--- config.mk ---
export PLATFORM = sky130hd
export DESIGN_NAME = fetch_unit
export DESIGN_NICKNAME = d
export VERILOG_FILES = /design/src/rtl/fetch_unit.sv
export SDC_FILE = /design/constraint.sdc
export NUM_CORES = 1
export LEC_CHECK = 0
export BUFFER_PORTS_ARGS = -buffer_cell sky130_fd_sc_hd__buf_2
export CAP_MARGIN = 10
export CORE_MARGIN = 5
export CORE_UTILIZATION = 42
export CTS_BUF_LIST = sky130_fd_sc_hd__clkbuf_2
export CTS_CLUSTER_SIZE = 16
export DETAILED_ROUTE_END_ITERATION = 8
export MAX_ROUTING_LAYER = met4
export PLACE_DENSITY = 0.64
export REMOVE_ABC_BUFFERS = 1
export SYNTH_ARGS = -nofsm -noshare
export SYNTH_HDL_FRONTEND = slang
export SYNTH_SLANG_ARGS = --single-unit
export TNS_END_PERCENT = 100
--- constraint.sdc ---
create_clock -name clk -period 4.5 [get_ports clk]
set_clock_uncertainty 0.2 [all_clocks]
set_input_delay 0.9 -clock clk [delete_from_list [all_inputs] [get_ports clk]]
set_output_delay 0.9 -clock clk [all_outputs]
set_load 0.1 [all_outputs]
--- src/rtl/fetch_unit.sv ---
// fetch_unit: owns the PC, issues in-order imem requests, buffers {pc, inst} for decode, squashes stale responses on redirect
module fetch_unit #(
  parameter int              XLEN     = 32,
  parameter logic [XLEN-1:0] RESET_PC = '0,
  parameter int              DEPTH    = 2
) (
  input  logic            clk,
  input  logic            rst_n,
  output logic            imem_req_valid,
  input  logic            imem_req_ready,
  output logic [XLEN-1:0] imem_req_addr,
  input  logic            imem_rsp_valid,
  input  logic [31:0]     imem_rsp_data,
  input  logic            redirect_valid,
  input  logic [XLEN-1:0] redirect_pc,
  output logic            inst_valid,
  input  logic            inst_ready,
  output logic [31:0]     inst,
  output logic [XLEN-1:0] inst_pc,
  output logic [6:0]      opcode
);
  localparam int AW = DEPTH > 1 ? $clog2(DEPTH) : 1;
  localparam int CW = $clog2(DEPTH + 1);

  logic [XLEN-1:0] fetch_pc_q, fetch_pc_d;
  logic [CW-1:0]   inflight_q, inflight_d, occ_q, occ_d, drop_q, drop_d;
  logic [AW-1:0]   head_q, head_d, tail_q, tail_d, pq_head_q, pq_head_d, pq_tail_q, pq_tail_d;
  logic            run_q;
  logic [XLEN-1:0] pq_q [DEPTH];
  logic [XLEN-1:0] buf_pc_q [DEPTH];
  logic [31:0]     buf_inst_q [DEPTH];
  logic            req_fire, drop, push, pop;

  function automatic logic [AW-1:0] inc(input logic [AW-1:0] p);
    return (p == AW'(DEPTH - 1)) ? '0 : p + 1'b1;
  endfunction

  // Credits cover both in-flight requests and buffered entries, so every response has a slot.
  assign imem_req_valid = run_q && !redirect_valid &&
                          (({1'b0, inflight_q} + {1'b0, occ_q}) < (CW + 1)'(DEPTH));
  assign imem_req_addr  = fetch_pc_q;
  assign req_fire       = imem_req_valid && imem_req_ready;
  // A response landing in the redirect cycle belongs to the old path and is discarded too.
  assign drop           = imem_rsp_valid && (redirect_valid || drop_q != '0);
  assign push           = imem_rsp_valid && !drop;
  assign pop            = inst_valid && inst_ready && !redirect_valid;
  assign inst_valid     = occ_q != '0;
  assign inst           = inst_valid ? buf_inst_q[head_q] : '0;
  assign inst_pc        = inst_valid ? buf_pc_q[head_q] : '0;
  assign opcode         = inst[6:0];

  // Next-state for PC, credit counters and queue pointers; redirect overrides everything.
  always_comb begin
    fetch_pc_d = redirect_valid ? (redirect_pc & ~XLEN'(3)) :
                 req_fire       ? fetch_pc_q + XLEN'(4)     : fetch_pc_q;
    inflight_d = inflight_q + CW'(req_fire) - CW'(imem_rsp_valid);
    drop_d     = redirect_valid ? inflight_q - CW'(imem_rsp_valid) :
                 drop_q - CW'(imem_rsp_valid && drop_q != '0);
    occ_d      = redirect_valid ? '0 : occ_q + CW'(push) - CW'(pop);
    head_d     = redirect_valid ? '0 : pop ? inc(head_q) : head_q;
    tail_d     = redirect_valid ? '0 : push ? inc(tail_q) : tail_q;
    pq_tail_d  = req_fire ? inc(pq_tail_q) : pq_tail_q;
    pq_head_d  = imem_rsp_valid ? inc(pq_head_q) : pq_head_q;
  end

  // Control state, cleared asynchronously; fetching starts on the first edge after reset release.
  always_ff @(posedge clk or negedge rst_n) begin
    if (!rst_n) begin
      fetch_pc_q <= RESET_PC;
      inflight_q <= '0;
      occ_q      <= '0;
      drop_q     <= '0;
      head_q     <= '0;
      tail_q     <= '0;
      pq_head_q  <= '0;
      pq_tail_q  <= '0;
      run_q      <= 1'b0;
    end else begin
      fetch_pc_q <= fetch_pc_d;
      inflight_q <= inflight_d;
      occ_q      <= occ_d;
      drop_q     <= drop_d;
      head_q     <= head_d;
      tail_q     <= tail_d;
      pq_head_q  <= pq_head_d;
      pq_tail_q  <= pq_tail_d;
      run_q      <= 1'b1;
    end
  end

  // Storage: in-flight PC queue (popped by every response, dropped or not) and the decode buffer.
  always_ff @(posedge clk) begin
    if (req_fire) pq_q[pq_tail_q] <= fetch_pc_q;
    if (push) begin
      buf_pc_q[tail_q]   <= pq_q[pq_head_q];
      buf_inst_q[tail_q] <= imem_rsp_data;
    end
  end

  a_rsp_has_req: assert property (@(posedge clk) disable iff (!rst_n) imem_rsp_valid |-> inflight_q != '0);
endmodule

; Word level (Yosys, flattened, before mapping)
; Memories as Yosys holds them, arrays and structs flattened.
; Index checks and enable logic that the tools add are counted.
[word_totals]
mem_count = 3
inputBits = 70
ram_bits = 192
out_inout_bits = 105
word_cells = 59
reg_bits = 43
[classes]
n_lt_le_gt_ge = 1
n_reduce_logical = 16
muxes = 18
n_addsub = 12
[mem_list]
columns = name, words, width, rd, rd_clocked_by_memory_dff, write_ports, line_no
row1 = buf_inst_q, 2, 32, 1, 0, 1, 31  ; logic [31:0] buf_inst_q [DEPTH];
row2 = buf_pc_q, 2, 32, 1, 0, 1, 30  ; logic [XLEN-1:0] buf_pc_q [DEPTH];
row3 = pq_q, 2, 32, 1, 0, 1, 29  ; logic [XLEN-1:0] pq_q [DEPTH];
[ops]
columns = operator, n
row1 = 2-to-1 mux 32 bit, 4
row2 = adder 32 x 3 -> 32 bit (second input constant), 1
row3 = 2-to-1 mux 1 bit, 12
row4 = nonzero test 2 bit, 5
row5 = logical AND 1 bit, 8
row6 = subtractor 2 x 1 -> 2 bit, 4
row7 = adder 1 bit (second input constant), 4
row8 = adder 2 x 1 -> 2 bit, 2
row9 = 2-to-1 mux 2 bit, 2
row10 = adder 2 x 2 -> 3 bit, 1
row11 = less-than comparator 3 x 2 -> 1 bit (second input constant), 1
row12 = logical NOT 1 bit, 2
row13 = logical OR 1 bit, 1

; Depth between registers and ports, before layout
; Gate-level depths: netlist of run 1.
[depth]
ltp_word = 8
depth_mapped = 10
depth_no_buf = 9

; Worst setup path after synthesis of run 1
; No wires, ideal clock.
[synth_path]
kind = in2reg
from = input port redirect_valid
to = memory buf_inst_q[0][0] (enable)
t_arrival_ns = 4.009
stages = 4
setup_time_ns = 0.482
required_ns = 3.818
setup_slack_ns = -0.191
path_buffers = 1
path_cell_list = inv_1 -> clkbuf_1 -> nand3_1 -> nor2_1
[synth_via]
elab_chain_cells = 6
[synth_lines]
columns = element, line_no
row1 = start: declaration, 14  ; input logic redirect_valid,
row2 = logical OR 1 bit, 44  ; assign drop = imem_rsp_valid && (redirect_valid || drop_q != '0);
row3 = logical AND 1 bit, 44
row4 = logical NOT 1 bit, 45  ; assign push = imem_rsp_valid && !drop;
row5 = logical AND 1 bit, 45
row6 = 2-to-1 mux 1 bit, 94  ; if (push) begin
row7 = 2-to-1 mux 1 bit (not written as such), 96  ; buf_inst_q[tail_q] <= imem_rsp_data;
row8 = end: declaration, 31
; No other way between the ends.

; Worst setup path after layout of run 1
[layout_path]
from = register occ_q[0]
to = output port imem_req_valid
[layout_via]
elab_chain_cells = 3
[layout_lines]
columns = element, line_no
row1 = start: declaration, 26  ; logic [CW-1:0] inflight_q, inflight_d, occ_q, occ_d, drop_q, drop_d;
row2 = start signal: assignment, 71  ; occ_q <= '0;
row3 = start signal: assignment, 81  ; occ_q <= occ_d;
row4 = adder 2 x 2 -> 3 bit, 40  ; (({1'b0, inflight_q} + {1'b0, occ_q}) < (CW + 1)'(DEPTH));
row5 = less-than comparator 3 x 2 -> 1 bit, 40
row6 = logical AND 1 bit, 39  ; assign imem_req_valid = run_q && !redirect_valid &&
row7 = end: declaration, 9  ; output logic imem_req_valid,
; No other way between the ends.

==> out/qor.csv, run 1 <==
metric;value;unit
status;finished, final reports clean;
irDropWorstVdd;307.1;µV
io_buffer_count;168;
postSynthAreaPerCell;14.59;µm²
drv_cap;0;
post-dp-hpwl;13280;µm
drt-initial-drc-count;295;
place_inst;1056;
grtUsageTotal;16.73;%
start_util;42.58;%
rows;54;
grt_max_degree;62;
place_area;10430;µm²
grt_pass1_vias;6267;
die_area;25200;µm²
cp.arrival;2.78;ns
min_path_type;in -> async;
grt.overflow.total;0;
setup_viol;0;
swShare;43.56;%
clk_pin_slew;0.10;ns
wl_per_cell;17.42;µm
fmax;257.8;MHz
die_w;158.7;µm
relSlewSlack;33.66;%
synth_cell_types;41;
fillCellCount;1917;
area_growth_syn_to_layout;21.51;%
pwr_density_cell;561.0;nW/µm²
critPathLaunchType;register;
ys_seq_area_share;70.51;%
core_area;21820;µm²
first_pass_iters;5;
cts_resized;0;
gp_congestion;0.7930;
cts-root-buf;clkbuf_2;
min_period_over_period;86.19;%
seq_power_share;41.9;%
grt_pass1_wl;33120;µm
cts_sinks;225;
path_class;reg -> out;
clkLatencyLatePin;0.79;ns
hold_violations;0;
leakagePower;4.350;nW
drive_above_1_share;33.63;%
pwr-share-comb;36.5;%
final_area;11290;µm²
power_switching;0.002759;W
yosysWarnings;0;
rsz0062_at_grt;false;
nets;944;
drcViolationCount;0;
cts_tree;yes;
pre_cts_ws;1.168;ns
ios;175;
synth_area;9291;µm²
drt_wl_total;20800;µm
crit_fanout;3;
p_clk_share;21.6;%
p_int;0.003574;W
fin_crit;3.879;ns
slew_violations;0;
vias;6014;
setup_slack;0.6215;ns
vias_per_cell;5.037;
syn_inst;637;
setup.worst_path.end_class;output pin;
antenna_found_initial;1;
cts-buffers-inserted;55;
cts_buffer_depth;3;
instances_no_fill;1194;
die_y;158.7;µm
final_util;51.73;%
worst_slew_pin_slew;0.9951;ns
synth_seq_cells;225;
htreeDepth;2;
ant_nets;0;
required;3.40;ns
flip-flops by register name, summed over array words and instances, names as in the netlist:
register / flops
buf_inst_q: 64
buf_pc_q: 60
pq_q: 60
imem_req_addr: 30
drop_q: 2
inflight_q: 2
occ_q: 2
head_q: 1
pq_head_q: 1
pq_tail_q: 1
run_q: 1
tail_q: 1
synthesized netlist by cell type, drive strengths merged:
cell type  number  area [µm²]
dfrtp          41        1026
inv             8       30.03
fa              1       20.02
or3             2       12.51
nand3b          1       7.510
conb            2       7.510
nand2          32       120.1
and4bb          1       12.51
clkbuf         19       72.56
or4bb           1       11.26
buf            23       135.1
and2            3       18.77
o211ai          2       15.01
o31a            4       35.03
or3b            1       8.760
nor3            2       10.01
or2             1       6.260
xor2           10       87.58
edfxtp        184        5525
o31ai          11       82.58
nor2b           3       18.77
or4            13       97.59
xnor2          10       87.58
ha              7       87.58
nand3          12       60.06
o311a           1       10.01
nand2b          2       12.51
o21ai          13       65.06
nor2           90       337.8
and3            6       37.54
and4            4       35.03
nand4          12       75.07
a22oi           1       7.510
a221o           3       30.03
nor4            6       37.54
a31oi          11       68.82
mux2i          64       640.6
mux2           30       337.8
cell usage in the layout, fill, tap and decap left out, types with 11 or more instances in the layout:
cell type and count:
dfrtp_1 40, buf_2 168, clkbuf_2 89, dlygate4sd3_1 33
o31ai_1 11, or4_1 13, o21ai_0 13, nand3_1 12
a31oi_1 11, nand2_1 32, mux2_2 30, nor2_1 86
edfxtp_1 184, nand4_1 12, mux2i_1 64, clkinv_1 12
path summary, 6_finish.rpt:
| check | startpoint | to | slack (ns) | cells past startpoint |
|---|---|---|---|---|
| setup / recovery | occ_q[0] | imem_req_valid | 0.62 | 5 |
| hold / removal | rst_n | head_q | 0.08 | 1 |
| setup reg to reg | occ_q[0] | imem_req_addr[22] | 1.14 | 6 |
| hold reg to reg | pq_q[0][13] | buf_pc_q[1][13] | 0.32 | 1 |
| max in group asynchronous | rst_n | head_q | 3.31 | 1 |
| min in group clk | redirect_pc[8] | imem_req_addr[8] | 0.12 | 3 |
power groups by stage:
| stage | Combinational (W) | Sequential (W) | Clock [W] |
|---|---|---|---|
| 3_5_place_dp | 0.00231 | 0.00270 | 0 |
| 6_report | 0.00231 | 0.00266 | 0.00137 |
| 2_1_floorplan | 0.00163 | 0.00291 | 0 |
| 4_1_cts | 0.00234 | 0.00266 | 0.00143 |
| 5_1_grt | 0.00243 | 0.00268 | 0.00156 |
| 3_3_place_gp | 0.00229 | 0.00269 | 0 |
logic make-up (layout without fill, tap and decap cells):
logic type | Yosys count | count (layout) | synth area share (%)
fa+ha+maj | 8 | 8 | 1.158
mux | 94 | 94 | 10.53
simple gates | 192 | 192 | 9.898
xor+xnor | 20 | 20 | 1.885
buf+inv | 50 | 323 | 2.558
other cells | 2 | 6 | 0.08083
flops | 225 | 225 | 70.51
compound gates | 46 | 46 | 3.380
worst max-delay path, stage by stage (launching register included):
cell     delay, ns
dfrtp_1       0.43
and2_1        0.17
fa_1          0.46
or3b_1        0.45
nor2_1        0.10
buf_2         0.43
layer usage:
layer  share of wire [%]  vias to the layer above  GRT usage (%)
li1                    -                     2867              -
met2                  48                      215          27.17
met4                 2.3                        0          6.688
met3                 6.4                       33          3.966
met5                   0                        -              -
met1                  43                     2899          20.27
per-stage QoR:
stage / power (W) / setup TNS [ns] / hold WS (ns)
finish: 0.006334 / 0 / 0.07610
global route: 0.006664 / 0 / 0.003041
CTS: 0.006419 / 0 / 0.004599
detailed placement: 0.005013 / 0 / 0.3112
global placement: 0.004987 / 0 / 0.2914
floorplan: 0.004542 / -80.87 / 0.2608
layout make-up:
| class | instances | area [µm²] | share of cell area [%] |
|---|---|---|---|
| Sequential cell | 225 | 6555 | 58.06 |
| Multi-Input combinational cell | 365 | 2539 | 22.49 |
| Timing Repair Buffer | 211 | 1284 | 11.37 |
| Clock buffer | 89 | 445.4 | 3.945 |
| Tap cell | 280 | 350.3 | 3.103 |
| Clock inverter | 15 | 83.83 | 0.7425 |
| Inverter | 8 | 30.03 | 0.2660 |
| Antenna cell | 1 | 2.502 | 0.02217 |
what timing repair did:
item                                   in CTS  in global routing
endpoints found under the hold margin      57                  5
hold buffers                               30                  3
setup buffers                               0                  0
Power figures use the tool's default switching activity.
==> run 2: changes to the inputs <==
==> constraint.sdc (replaced) <==
create_clock -name clk -period 4.2 [get_ports clk]
set_clock_uncertainty 0.2 [all_clocks]
set_input_delay 0.84 -clock clk [delete_from_list [all_inputs] [get_ports clk]]
set_output_delay 0.84 -clock clk [all_outputs]
set_load 0.1 [all_outputs]
==> run 2 against run 1 <==
- power increased by 5.3%
- non-clock buffer count up 11
- setup slack worse by 0.23 ns
- register-to-register slack got worse by 0.26 ns
- critical endpoint unchanged
- largest cell class unchanged
- largest power group unchanged
==> out/qor.csv, run 2 (synthesized netlist as in run 1, its figures left out) <==
metric;value;unit;change
wl_per_cell;17.13;µm;was 17.42 µm
seq_power_share;42.9;%;was 41.9%
cts_tree;yes;;unchanged
cpPeakStageDelay;0.46;ns;about the same
ios;175;;unchanged
min_period_over_period;90.70;%;
drive_above_1_share;33.04;%;was 33.63%
leakagePower;4.365;nW;was 4.350 nW
pwr_density_cell;586.8;nW/µm²;was 561.0 nW/µm²
rr_endpoint;imem_req_addr[22];;unchanged
largest_register_ffs;64;;unchanged
rsz0062_at_grt;false;;unchanged
worstReg2RegStart;occ_q[0];;unchanged
required;3.16;ns;was 3.40 ns
min_path_type;in -> reg;;was in -> async
layout_common_cells;edfxtp_1 (184), buf_2 (168), nor2_1 (86), clkbuf_2 (84), mux2i_1 (64);;was edfxtp_1 (184), buf_2 (168), clkbuf_2 (89), nor2_1 (86), mux2i_1 (64)
drt_wl_total;20480;µm;was 20800 µm
ant_nets;0;;unchanged
status;finished, final reports clean;;unchanged
grt_pass1_wl;32090;µm;was 33120 µm
vias;5960;;was 6014
io_buffer_count;168;;unchanged
die_y;158.7;µm;unchanged
setup.worst_path.end_class;output pin;;unchanged
reg2reg_depth;6;;unchanged
rows;54;;unchanged
clkLatencyLatePin;0.79;ns;about the same
cts-root-buf;clkbuf_2;;unchanged
grt_pass1_vias;5995;;was 6267
slew_violations;0;;unchanged
drcViolationCount;0;;unchanged
fin_crit;3.809;ns;
whs_path_depth;2;;
cts_sinks;225;;unchanged
critPathLaunchType;register;;unchanged
drt-initial-drc-count;305;;was 295
pwr-share-comb;37.2;%;was 36.5%
rrSetupSlack;0.88;ns;was 1.14 ns
nets;954;;was 944
relSlewSlack;35.21;%;was 33.66%
power_switching;0.002919;W;was 0.002759 W
die_area;25200;µm²;unchanged
path_class;reg -> out;;unchanged
area_growth_syn_to_layout;22.34;%;was 21.51%
first_pass_iters;4;;was 5
regMostFlops;buf_inst_q;;unchanged
clk_pin_slew;0.11;ns;was 0.10 ns
worst_slew_pin_slew;0.9718;ns;was 0.9951 ns
irDropWorstVdd;358.3;µV;was 307.1 µV
vias_per_cell;4.987;;was 5.037
gp_congestion;0.7886;;was 0.7930
p_int;0.003751;W;was 0.003574 W
core_area;21820;µm²;unchanged
cp.arrival;2.77;ns;was 2.78 ns
setup_viol;0;;unchanged
place_inst;1057;;was 1056
finalPower;0.006670;W;was 0.006334 W
cts-buffers-inserted;54;;was 55
drv_cap;0;;unchanged
worstHoldStart;redirect_pc[11];;
slowest_stage;fa_1;;unchanged
post-dp-hpwl;13380;µm;was 13280 µm
hold_violations;0;;unchanged
grt_max_degree;44;;was 62
grt.overflow.total;0;;unchanged
grtUsageTotal;16.21;%;was 16.73%
p_clk_share;19.9;%;was 21.6%
instances_no_fill;1195;;was 1194
swShare;43.77;%;was 43.56%
die_w;158.7;µm;unchanged
crit_fanout;3;;unchanged
top_regs;buf_inst_q (64), buf_pc_q (60), pq_q (60);;unchanged
final_common_cell;edfxtp_1;;unchanged
hold_end;imem_req_addr[11];;
fmax;262.5;MHz;
htreeDepth;2;;unchanged
antenna_found_initial;1;;unchanged
start_util;42.58;%;unchanged
cts_buffer_depth;3;;unchanged
path_cells;and2_1 > fa_1 > or3b_1 > nor2_1 > buf_2;;unchanged
run 2: cell count changes in the layout (fill, tap and decap cells not counted), sizes merged:
cell	before	now
dlygate4sd3	33	43
clkbuf	89	84
clkinv	13	8
buf	178	179
bufinv	1	0
clkinvlp	0	1
run 2: worst max-delay path, delay by kind of cell, from the launching register on:
family,cells,cell delay [ns]
fa+ha+maj,1,0.46
buf+inv,1,0.43
simple gates,3,0.72
flops,1,0.42
run 2: repair_timing:
| item | CTS | global route |
|---|---|---|
| hold buffers | 43 | 0 |
| resized for setup | 0 | 0 |
| endpoints found under the setup margin | 0 | 0 |
| setup buffers | 0 | 0 |
| hold endpoints to repair | 115 | 0 |
run 2: per-layer routing:
layer  vias up  GRT usage, %  wire length, µm
met1      2851         20.69             8884
met3        24         4.666             1495
met2       200         25.58             9809
met5         -             -                0
met4         0         4.341              286
li1       2885             -                -
run 2: worst max-delay path by stage:
stage	startpoint	to	slack, ns	cells after the start
floorplan	head_q	inst[0]	-1.71	2
global placement	occ_q[0]	imem_req_addr[22]	0.90	6
detailed placement	occ_q[0]	imem_req_addr[22]	0.89	6
CTS	occ_q[0]	imem_req_valid	0.28	5
global route	head_q	inst[0]	0.22	4
finish	occ_q[0]	imem_req_valid	0.39	5
run 2: cell type report:
class | instances | area [µm²]
fill | 1930 | 10460
sequential | 225 | 6555
multi-input combinational | 365 | 2539
timing repair buffer | 222 | 1429
clock buffer | 84 | 420.4
tap | 280 | 350.3
clock inverter | 10 | 41.29
inverter | 8 | 30.03
antenna | 1 | 2.502
run 2: power by group through the flow:
stage / clock, W / sequential, W / combinational [W]
after global placement: 0 / 0.00291 / 0.00246
after CTS: 0.00140 / 0.00286 / 0.00251
final: 0.00133 / 0.00286 / 0.00248
after detailed placement: 0 / 0.00291 / 0.00247
after floorplan: 0 / 0.00312 / 0.00175
after global routing: 0.00152 / 0.00289 / 0.00260
run 2: per-stage QoR:
stage	setup WS [ns]	cell area, µm²	hold WS, ns	TNS [ns]	utilization [%]
final	0.3906	11370	0.09216	0	52.09
after global routing	0.2161	11370	0.006789	0	52.09
after CTS	0.2836	11360	0.006160	0	52.08
after detailed placement	0.8904	10470	0.2995	0	47.99
after global placement	0.8977	10470	0.2939	0	47.99
after floorplan	-1.708	9095	0.2608	-128.27	-
